[config.mk]
export PLATFORM = sky130hd
export DESIGN_NAME = mc_controller
export DESIGN_NICKNAME = d
export VERILOG_FILES = /design/src/rtl/mc_controller.sv
export SDC_FILE = /design/constraint.sdc
export NUM_CORES = 1
export LEC_CHECK = 0
export BUFFER_PORTS_ARGS = -buffer_cell sky130_fd_sc_hd__buf_2
export CAP_MARGIN = 10
export CORE_AREA = 2 2 39 41
export CTS_CLUSTER_SIZE = 10
export DETAILED_ROUTE_END_ITERATION = 16
export DIE_AREA = 0 0 41 43
export PLACE_DENSITY = 0.75
export SLEW_MARGIN = 10
export SYNTH_ARGS = -nofsm -noshare
export SYNTH_HDL_FRONTEND = slang
export SYNTH_SLANG_ARGS = --single-unit
[constraint.sdc]
create_clock -name clk -period 1.6 [get_ports clk]
set_input_delay 0.16 -clock clk [delete_from_list [all_inputs] [get_ports clk]]
set_output_delay 0.16 -clock clk [all_outputs]
set_load 0.005 [all_outputs]
[src/rtl/mc_controller.sv]
// Moore control unit for the multicycle RV32I subset datapath (lw, sw, R, I-ALU, beq, jal).
// Optional memory wait states are enabled by defining MC_MEMWAIT_EN.
module mc_controller (
   input  logic       clk,
   input  logic       reset,
   input  logic [6:0] op,
   input  logic [2:0] funct3,
   input  logic       funct7b5,
   input  logic       Zero,
   input  logic       MemReady,
   output logic       PCWrite,
   output logic       AdrSrc,
   output logic       MemWrite,
   output logic       IRWrite,
   output logic [1:0] ResultSrc,
   output logic [1:0] ALUSrcA,
   output logic [1:0] ALUSrcB,
   output logic       RegWrite,
   output logic [1:0] ImmSrc,
   output logic [2:0] ALUControl,
   output logic       IllegalOp,
   output logic [3:0] State
);

   typedef enum logic [3:0] {
      S_FETCH    = 4'd0,
      S_DECODE   = 4'd1,
      S_MEMADR   = 4'd2,
      S_MEMREAD  = 4'd3,
      S_MEMWB    = 4'd4,
      S_MEMWRITE = 4'd5,
      S_EXECR    = 4'd6,
      S_EXECI    = 4'd7,
      S_ALUWB    = 4'd8,
      S_BEQ      = 4'd9,
      S_JAL      = 4'd10
   } state_t;

   localparam logic [6:0] OP_LW  = 7'b0000011;
   localparam logic [6:0] OP_SW  = 7'b0100011;
   localparam logic [6:0] OP_R   = 7'b0110011;
   localparam logic [6:0] OP_I   = 7'b0010011;
   localparam logic [6:0] OP_BEQ = 7'b1100011;
   localparam logic [6:0] OP_JAL = 7'b1101111;

   localparam logic [1:0] ALUOP_ADD   = 2'b00;
   localparam logic [1:0] ALUOP_SUB   = 2'b01;
   localparam logic [1:0] ALUOP_FUNCT = 2'b10;

   state_t     state, next;
   logic       mem_rdy;
   logic       is_lw, is_sw, is_r, is_i, is_beq, is_jal, legal;
   logic       pc_update, branch;
   logic [1:0] alu_op;

`ifdef MC_MEMWAIT_EN
   assign mem_rdy = MemReady;
`else
   // Memory always completes in one cycle; the handshake input is unused.
   logic unused_memready;
   assign unused_memready = MemReady;
   assign mem_rdy         = 1'b1;
`endif

   assign is_lw  = (op == OP_LW);
   assign is_sw  = (op == OP_SW);
   assign is_r   = (op == OP_R);
   assign is_i   = (op == OP_I);
   assign is_beq = (op == OP_BEQ);
   assign is_jal = (op == OP_JAL);
   assign legal  = is_lw | is_sw | is_r | is_i | is_beq | is_jal;

   always_comb begin
      next = S_FETCH;
      case (state)
         S_FETCH:    next = mem_rdy ? S_DECODE : S_FETCH;
         S_DECODE: begin
            if (is_lw || is_sw) next = S_MEMADR;
            else if (is_r)      next = S_EXECR;
            else if (is_i)      next = S_EXECI;
            else if (is_beq)    next = S_BEQ;
            else if (is_jal)    next = S_JAL;
            else                next = S_FETCH;
         end
         S_MEMADR:   next = is_sw ? S_MEMWRITE : S_MEMREAD;
         S_MEMREAD:  next = mem_rdy ? S_MEMWB : S_MEMREAD;
         S_MEMWB:    next = S_FETCH;
         S_MEMWRITE: next = mem_rdy ? S_FETCH : S_MEMWRITE;
         S_EXECR:    next = S_ALUWB;
         S_EXECI:    next = S_ALUWB;
         S_ALUWB:    next = S_FETCH;
         S_BEQ:      next = S_FETCH;
         S_JAL:      next = S_ALUWB;
         default:    next = S_FETCH;
      endcase
   end

   always_ff @(posedge clk) begin
      if (reset) state <= S_FETCH;
      else       state <= next;
   end

   assign State = state;

   // ImmSrc follows the opcode regardless of state so the extender is always ready.
   always_comb begin
      ImmSrc = 2'b00;
      if (is_sw)       ImmSrc = 2'b01;
      else if (is_beq) ImmSrc = 2'b10;
      else if (is_jal) ImmSrc = 2'b11;
   end

   always_comb begin
      pc_update = 1'b0;
      branch    = 1'b0;
      AdrSrc    = 1'b0;
      MemWrite  = 1'b0;
      IRWrite   = 1'b0;
      RegWrite  = 1'b0;
      IllegalOp = 1'b0;
      ResultSrc = 2'b00;
      ALUSrcA   = 2'b00;
      ALUSrcB   = 2'b00;
      alu_op    = ALUOP_ADD;
      case (state)
         S_FETCH: begin
            IRWrite   = mem_rdy;
            pc_update = mem_rdy;
            ALUSrcB   = 2'b10;
            ResultSrc = 2'b10;
         end
         S_DECODE: begin
            ALUSrcA   = 2'b01;
            ALUSrcB   = 2'b01;
            IllegalOp = ~legal;
         end
         S_MEMADR: begin
            ALUSrcA = 2'b10;
            ALUSrcB = 2'b01;
         end
         S_MEMREAD:  AdrSrc = 1'b1;
         S_MEMWB: begin
            ResultSrc = 2'b01;
            RegWrite  = 1'b1;
         end
         S_MEMWRITE: begin
            AdrSrc   = 1'b1;
            MemWrite = 1'b1;
         end
         S_EXECR: begin
            ALUSrcA = 2'b10;
            alu_op  = ALUOP_FUNCT;
         end
         S_EXECI: begin
            ALUSrcA = 2'b10;
            ALUSrcB = 2'b01;
            alu_op  = ALUOP_FUNCT;
         end
         S_ALUWB:    RegWrite = 1'b1;
         S_BEQ: begin
            ALUSrcA = 2'b10;
            alu_op  = ALUOP_SUB;
            branch  = 1'b1;
         end
         S_JAL: begin
            ALUSrcA   = 2'b01;
            ALUSrcB   = 2'b10;
            pc_update = 1'b1;
         end
         default: ;
      endcase
      // Reset kills every write strobe and parks the muxes on their Fetch settings.
      if (reset) begin
         pc_update = 1'b0;
         branch    = 1'b0;
         AdrSrc    = 1'b0;
         MemWrite  = 1'b0;
         IRWrite   = 1'b0;
         RegWrite  = 1'b0;
         IllegalOp = 1'b0;
         ResultSrc = 2'b10;
         ALUSrcA   = 2'b00;
         ALUSrcB   = 2'b10;
         alu_op    = ALUOP_ADD;
      end
   end

   assign PCWrite = (branch & Zero) | pc_update;

   always_comb begin
      ALUControl = 3'b000;
      case (alu_op)
         ALUOP_ADD: ALUControl = 3'b000;
         ALUOP_SUB: ALUControl = 3'b001;
         default: begin
            case (funct3)
               3'b000:  ALUControl = (funct7b5 & op[5]) ? 3'b001 : 3'b000;
               3'b010:  ALUControl = 3'b101;
               3'b110:  ALUControl = 3'b011;
               3'b111:  ALUControl = 3'b010;
               default: ALUControl = 3'b000;
            endcase
         end
      endcase
   end

endmodule

==> results.sh, run 1 <==
export IMPL_multi_input_area_um2=435
export IMPL_critPathKind="reg -> out"
export IMPL_drt_wl_total_um=1510
export IMPL_yosysWarningCount=0
export IMPL_overflow=0
export IMPL_endpoint_kind="output pin"
export IMPL_stdcell_area_um2=822
export IMPL_dr_total_vias=692
export IMPL_run_status="finished, final reports clean"
export IMPL_netlist_instances=74
export IMPL_startpoint_type="flop"
export IMPL_worstReg2RegStart="State[2]$_SDFF_PP0_"
export IMPL_regArea_um2=92.6
export IMPL_drv_slew=0
export IMPL_powerDensity_mw_per_mm2=402
export IMPL_clkTransAtPathRegs_ps=40
export IMPL_synth_nets=89
export IMPL_cts_tree="built"
export IMPL_drt_iter0_drc=2
export IMPL_clock_latency_ps=230
export IMPL_core_rowCount=14
export IMPL_clock_fmax_mhz=630
export IMPL_wl_met1_um=632
export IMPL_rsz0062_at_grt="yes"
export IMPL_wl_per_cell_um=11.5
export IMPL_vias_per_cell=5.28
export IMPL_syn2layout_area_growth_pct=63.4
export IMPL_final_nets=132
export IMPL_min_path_type="in -> reg"
export IMPL_cp_max_fo=9
export IMPL_ys_ff_latch=4
export IMPL_period_needed_ps=1590
export IMPL_cap_violations=0
export IMPL_place_ws_ps=95.0
export IMPL_die_area_mm2=0.00176
export IMPL_antenna_found_initial=0
export IMPL_io_buffers=34
export IMPL_relSlewSlack=0.768
export IMPL_htreeDepth=1
export IMPL_largest_register_ffs=4
export IMPL_root_buffer="clkbuf_4"
export IMPL_antenna_left=0
export IMPL_synth_cell_types=30
export IMPL_finalClockSkew_ps=2.27
export IMPL_worst_slew_pin_slew_ps=346
export IMPL_core_mm2=0.00138
export IMPL_ys_seq_area_frac=0.159
export IMPL_syn_cell_area_um2=503
export IMPL_cp_startpoint="State[3]$_SDFF_PP0_"
export IMPL_io_pins=36
export IMPL_routed_wl_met3_um=92
export IMPL_worst_slack_ps=12.2
export IMPL_required_ps=1440
export IMPL_wl_met2_um=786
export IMPL_min_from="op[4]"
export IMPL_drc_errors=0
export IMPL_grt_util_all_layers=0.177
export IMPL_die_x_um=41
export IMPL_numCtsBuffers=3
export IMPL_nFillCells=128
export IMPL_dp_final_hpwl_um=1150
export IMPL_placed_area_um2=707
export IMPL_reg2reg_slack_ps=260
export IMPL_period_share=0.992
export IMPL_diodes=0
export IMPL_clkSinkCount=4
export IMPL_final_common_cell="buf_2"
export IMPL_globalplace_congestion=0.747
export IMPL_highest_layer="met3"
export IMPL_drive_gt1_frac=0.591
export IMPL_leakagePower_nw=0.374
export IMPL_initial_core_util=0.363
export IMPL_postSynthAreaPerCell_um2=6.80
export IMPL_ir_worst_vdd_v=0.000461
export IMPL_cts_buffer_depth=2
export IMPL_cp_arrival_ps=1430
export IMPL_drt_pass1_iter_count=2
export IMPL_hold_viol_final=0
export IMPL_grt_pass1_wl_um=2190
export IMPL_grt_max_degree=14
export IMPL_finalSetupViolCount=0
export IMPL_final_cell_mix="buf_2, nor2_1, buf_4"
export IMPL_grt_pass1_vias=564
export IMPL_die_h_um=43
## layer usage
metal  up-vias  track usage
met4         0       0.0400
li1        356            -
met3         0       0.0471
met2        25        0.313
met5         -            0
met1       311        0.196
## per-stage QoR
| step | util | std cells | hold slack [ps] | power, mW | TNS [ps] |
|---|---|---|---|---|---|
| after floorplan | - | 74 | 317 | 0.160 | 0 |
| after global placement | 0.511 | 124 | 465 | 0.203 | 0 |
| after detailed placement | 0.511 | 124 | 463 | 0.205 | 0 |
| after CTS | 0.543 | 128 | 212 | 0.329 | 0 |
| after global routing | 0.594 | 131 | 245 | 0.361 | -123 |
| final | 0.594 | 131 | 217 | 0.330 | 0 |
## worst max-delay path, stage by stage (launching register included)
cell and delay (ps):
dfxtp_4 360, nand2b_4 150, or4_4 420, a21oi_2 150
buf_2 120
## logic make-up after synthesis
family | count (synthesis) | share of synthesized area
xor gates and xnor gates | 2 | 0.0348
buffers and inverters | 8 | 0.0696
AOI/OAI and AO/OA | 20 | 0.286
DFF | 4 | 0.159
and+or+nand+nor | 40 | 0.450
## report_power, final
part | switching (mW) | total (mW) | internal (mW)
logic | 0.0540 | 0.109 | 0.0550
registers | 0.00498 | 0.104 | 0.0987
clock network | 0.0342 | 0.118 | 0.0834
## cell usage after synthesis
library cell  number  area [um^2]
and2b_1            2         15.0
a21o_1             2         15.0
o31ai_1            1         7.51
a31o_2             2         17.5
a211oi_1           1         7.51
o21ai_0            2         10.0
xnor2_1            1         8.76
nor3b_1            1         7.51
xor2_1             1         8.76
nand3_1            4         20.0
or3b_1             1         8.76
dfxtp_1            4         80.1
nor4b_1            1         8.76
nor2_1            12         45.0
nor3_1             6         30.0
a221oi_1           1         8.76
buf_2              4         20.0
a21oi_1            7         35.0
nand2b_1           5         31.3
or3_1              1         6.26
nand4bb_1          1         11.3
buf_1              1         3.75
nand2_1            2         7.51
or4_1              1         7.51
or3_4              1         11.3
nor3_2             1         10.0
a2111oi_2          2         30.0
a31oi_1            2         12.5
nor4_1             1         6.26
inv_1              3         11.3
## what timing repair did
item                                    in CTS  in global routing
pin swaps                                    1                  4
endpoints found under the setup margin       7                  8
buffers inserted                             1                  3
resized for setup                            7                 14
hold buffers                                 0                  0
## worst paths after layout
kind | to | cells past startpoint
max | ALUControl[0] | 4
min | State[2]$_SDFF_PP0_ | 3
max reg2reg | State[1]$_SDFF_PP0_ | 3
min reg2reg | State[3]$_SDFF_PP0_ | 1
## cell type report
cell class,count,share of cell area
flip-flops and latches,4,0.113
inverters,3,0.0167
well taps,16,0.0244
multi-input cells,62,0.530
clock buffers,3,0.0274
repair buffers,43,0.289
No activity file was read; power rests on OpenSTA's default activity.
==> run 2: changes to the inputs <==
- PLACE_DENSITY: 0.75 -> 0.78
==> results.sh, run 2 (same netlist as run 1, synthesis figures left out) <==
export IMPL_clkSinkCount=4
export IMPL_dp_final_hpwl_um=1180
export IMPL_grt_pass1_vias=601
export IMPL_grt_pass1_wl_um=2350
export IMPL_drv_slew=0
export IMPL_routed_wl_met3_um=88
export IMPL_diodes=0
export IMPL_wl_met1_um=724
export IMPL_antenna_found_initial=0
export IMPL_drc_errors=0
export IMPL_clock_latency_ps=230
export IMPL_worst_slew_pin_slew_ps=387
export IMPL_die_area_mm2=0.00176
export IMPL_p_sw_frac=0.290
export IMPL_die_x_um=41
export IMPL_leakagePower_nw=0.381
export IMPL_io_buffers=34
export IMPL_pwr_share_seq=0.309
export IMPL_run_status="finished, final reports clean"
export IMPL_final_common_cell="buf_2"
export IMPL_min_path_type="in -> reg"
export IMPL_wl_met2_um=851
export IMPL_whs_path_depth=3
export IMPL_cts_tree="built"
export IMPL_die_h_um=43
export IMPL_core_mm2=0.00138
export IMPL_combPwrFrac=0.332
export IMPL_cell_internal_pwr_mw=0.241
export IMPL_root_buffer="clkbuf_4"
export IMPL_io_pins=36
export IMPL_clkTransAtPathRegs_ps=30
export IMPL_stdcell_count=133
export IMPL_rr_endpoint="State[1]$_SDFF_PP0_"
export IMPL_cp_max_fo=4
export IMPL_p_sw_mw=0.0986
export IMPL_relSlewSlack=0.740
export IMPL_numCtsBuffers=3
export IMPL_finalSetupViolCount=0
export IMPL_rsz0062_at_grt="yes"
export IMPL_overflow=0
export IMPL_core_rowCount=14
export IMPL_drive_gt1_frac=0.538
export IMPL_drt_wl_total_um=1660
export IMPL_min_to="State[2]$_SDFF_PP0_"
export IMPL_clockPowerShare=0.359
export IMPL_period_share=0.990
export IMPL_endpoint_kind="output pin"
export IMPL_holdBufCountCts=0
export IMPL_wl_per_cell_um=12.5
export IMPL_drt_pass1_iter_count=4
export IMPL_globalplace_congestion=0.697
export IMPL_worst_slack_ps=15.9
export IMPL_syn2layout_area_growth_pct=62.4
export IMPL_worstReg2RegStart="State[3]$_SDFF_PP0_"
export IMPL_final_cell_mix="buf_2, nor2_1, buf_4"
export IMPL_hold_slack_ps=205
export IMPL_largest_register_ffs=4
export IMPL_reg2reg_slack_ps=290
export IMPL_place_ws_ps=128
export IMPL_antenna_left=0
export IMPL_highest_layer="met3"
export IMPL_hold_viol_final=0
export IMPL_cp_arrival_ps=1420
export IMPL_clock_fmax_mhz=631
export IMPL_vias_per_cell=5.38
export IMPL_final_nets=134
export IMPL_place_inst=125
export IMPL_grt_util_all_layers=0.192
export IMPL_startpoint_type="flop"
export IMPL_grt_max_degree=14
export IMPL_reg2regPathDepth=3
export IMPL_required_ps=1440
export IMPL_finalClockSkew_ps=0.939
export IMPL_ir_worst_vdd_v=0.000295
export IMPL_cts_buffer_depth=2
export IMPL_htreeDepth=1
export IMPL_cap_violations=0
export IMPL_dr_total_vias=715
export IMPL_period_needed_ps=1580
export IMPL_critPathKind="reg -> out"
export IMPL_min_from="op[4]"
export IMPL_initial_core_util=0.363
export IMPL_drt_iter0_drc=15
export IMPL_powerDensity_mw_per_mm2=415
export IMPL_total_power_mw=0.339
[run 2: power by group through the flow]
stage	sequential (mW)	combinational (mW)	clock (mW)
after CTS	0.109	0.101	0.126
after global routing	0.105	0.124	0.136
after detailed placement	0.110	0.0969	0
final	0.105	0.113	0.122
after floorplan	0.107	0.0536	0
after global placement	0.109	0.0941	0
[run 2: cell type report]
| class | count | area, um^2 |
|---|---|---|
| Multi-Input combinational cell | 62 | 410 |
| Inverter | 3 | 11.3 |
| Timing Repair Buffer | 45 | 260 |
| Fill cell | 133 | 567 |
| Sequential cell | 4 | 92.6 |
| Clock buffer | 3 | 22.5 |
| Tap cell | 16 | 20.0 |
[run 2: stage by stage]
step / TNS [ps] / utilization / instance area (um^2)
after detailed placement: 0 / 0.516 / 714
final: 0 / 0.590 / 817
after global routing: -69.4 / 0.590 / 817
after CTS: 0 / 0.546 / 756
after global placement: 0 / 0.516 / 714
after floorplan: 0 / - / 503
[run 2: worst max path at each step]
stage                        startpoint            end
finish              State[2]$_SDFF_PP0_  ALUControl[0]
global route        State[2]$_SDFF_PP0_  ALUControl[0]
CTS                 State[1]$_SDFF_PP0_        PCWrite
detailed placement  State[1]$_SDFF_PP0_     ALUSrcB[0]
global placement    State[1]$_SDFF_PP0_        PCWrite
floorplan           State[1]$_SDFF_PP0_        PCWrite
[run 2: metal layers]
metal,GRT usage,vias up
met1,0.235,328
met5,0,-
met2,0.313,24
li1,-,363
met3,0.0471,0
met4,0.0600,0
[run 2: critical path, stage by stage (launching register included)]
cell	delay, ps
dfxtp_2	330
inv_1	80
or4_1	530
a21oi_1	130
buf_2	120
[run 2: what timing repair did]
item	in CTS	in global routing
setup buffers	1	4
pin swaps	0	4
setup endpoints to repair	6	7
gates resized for setup	6	11
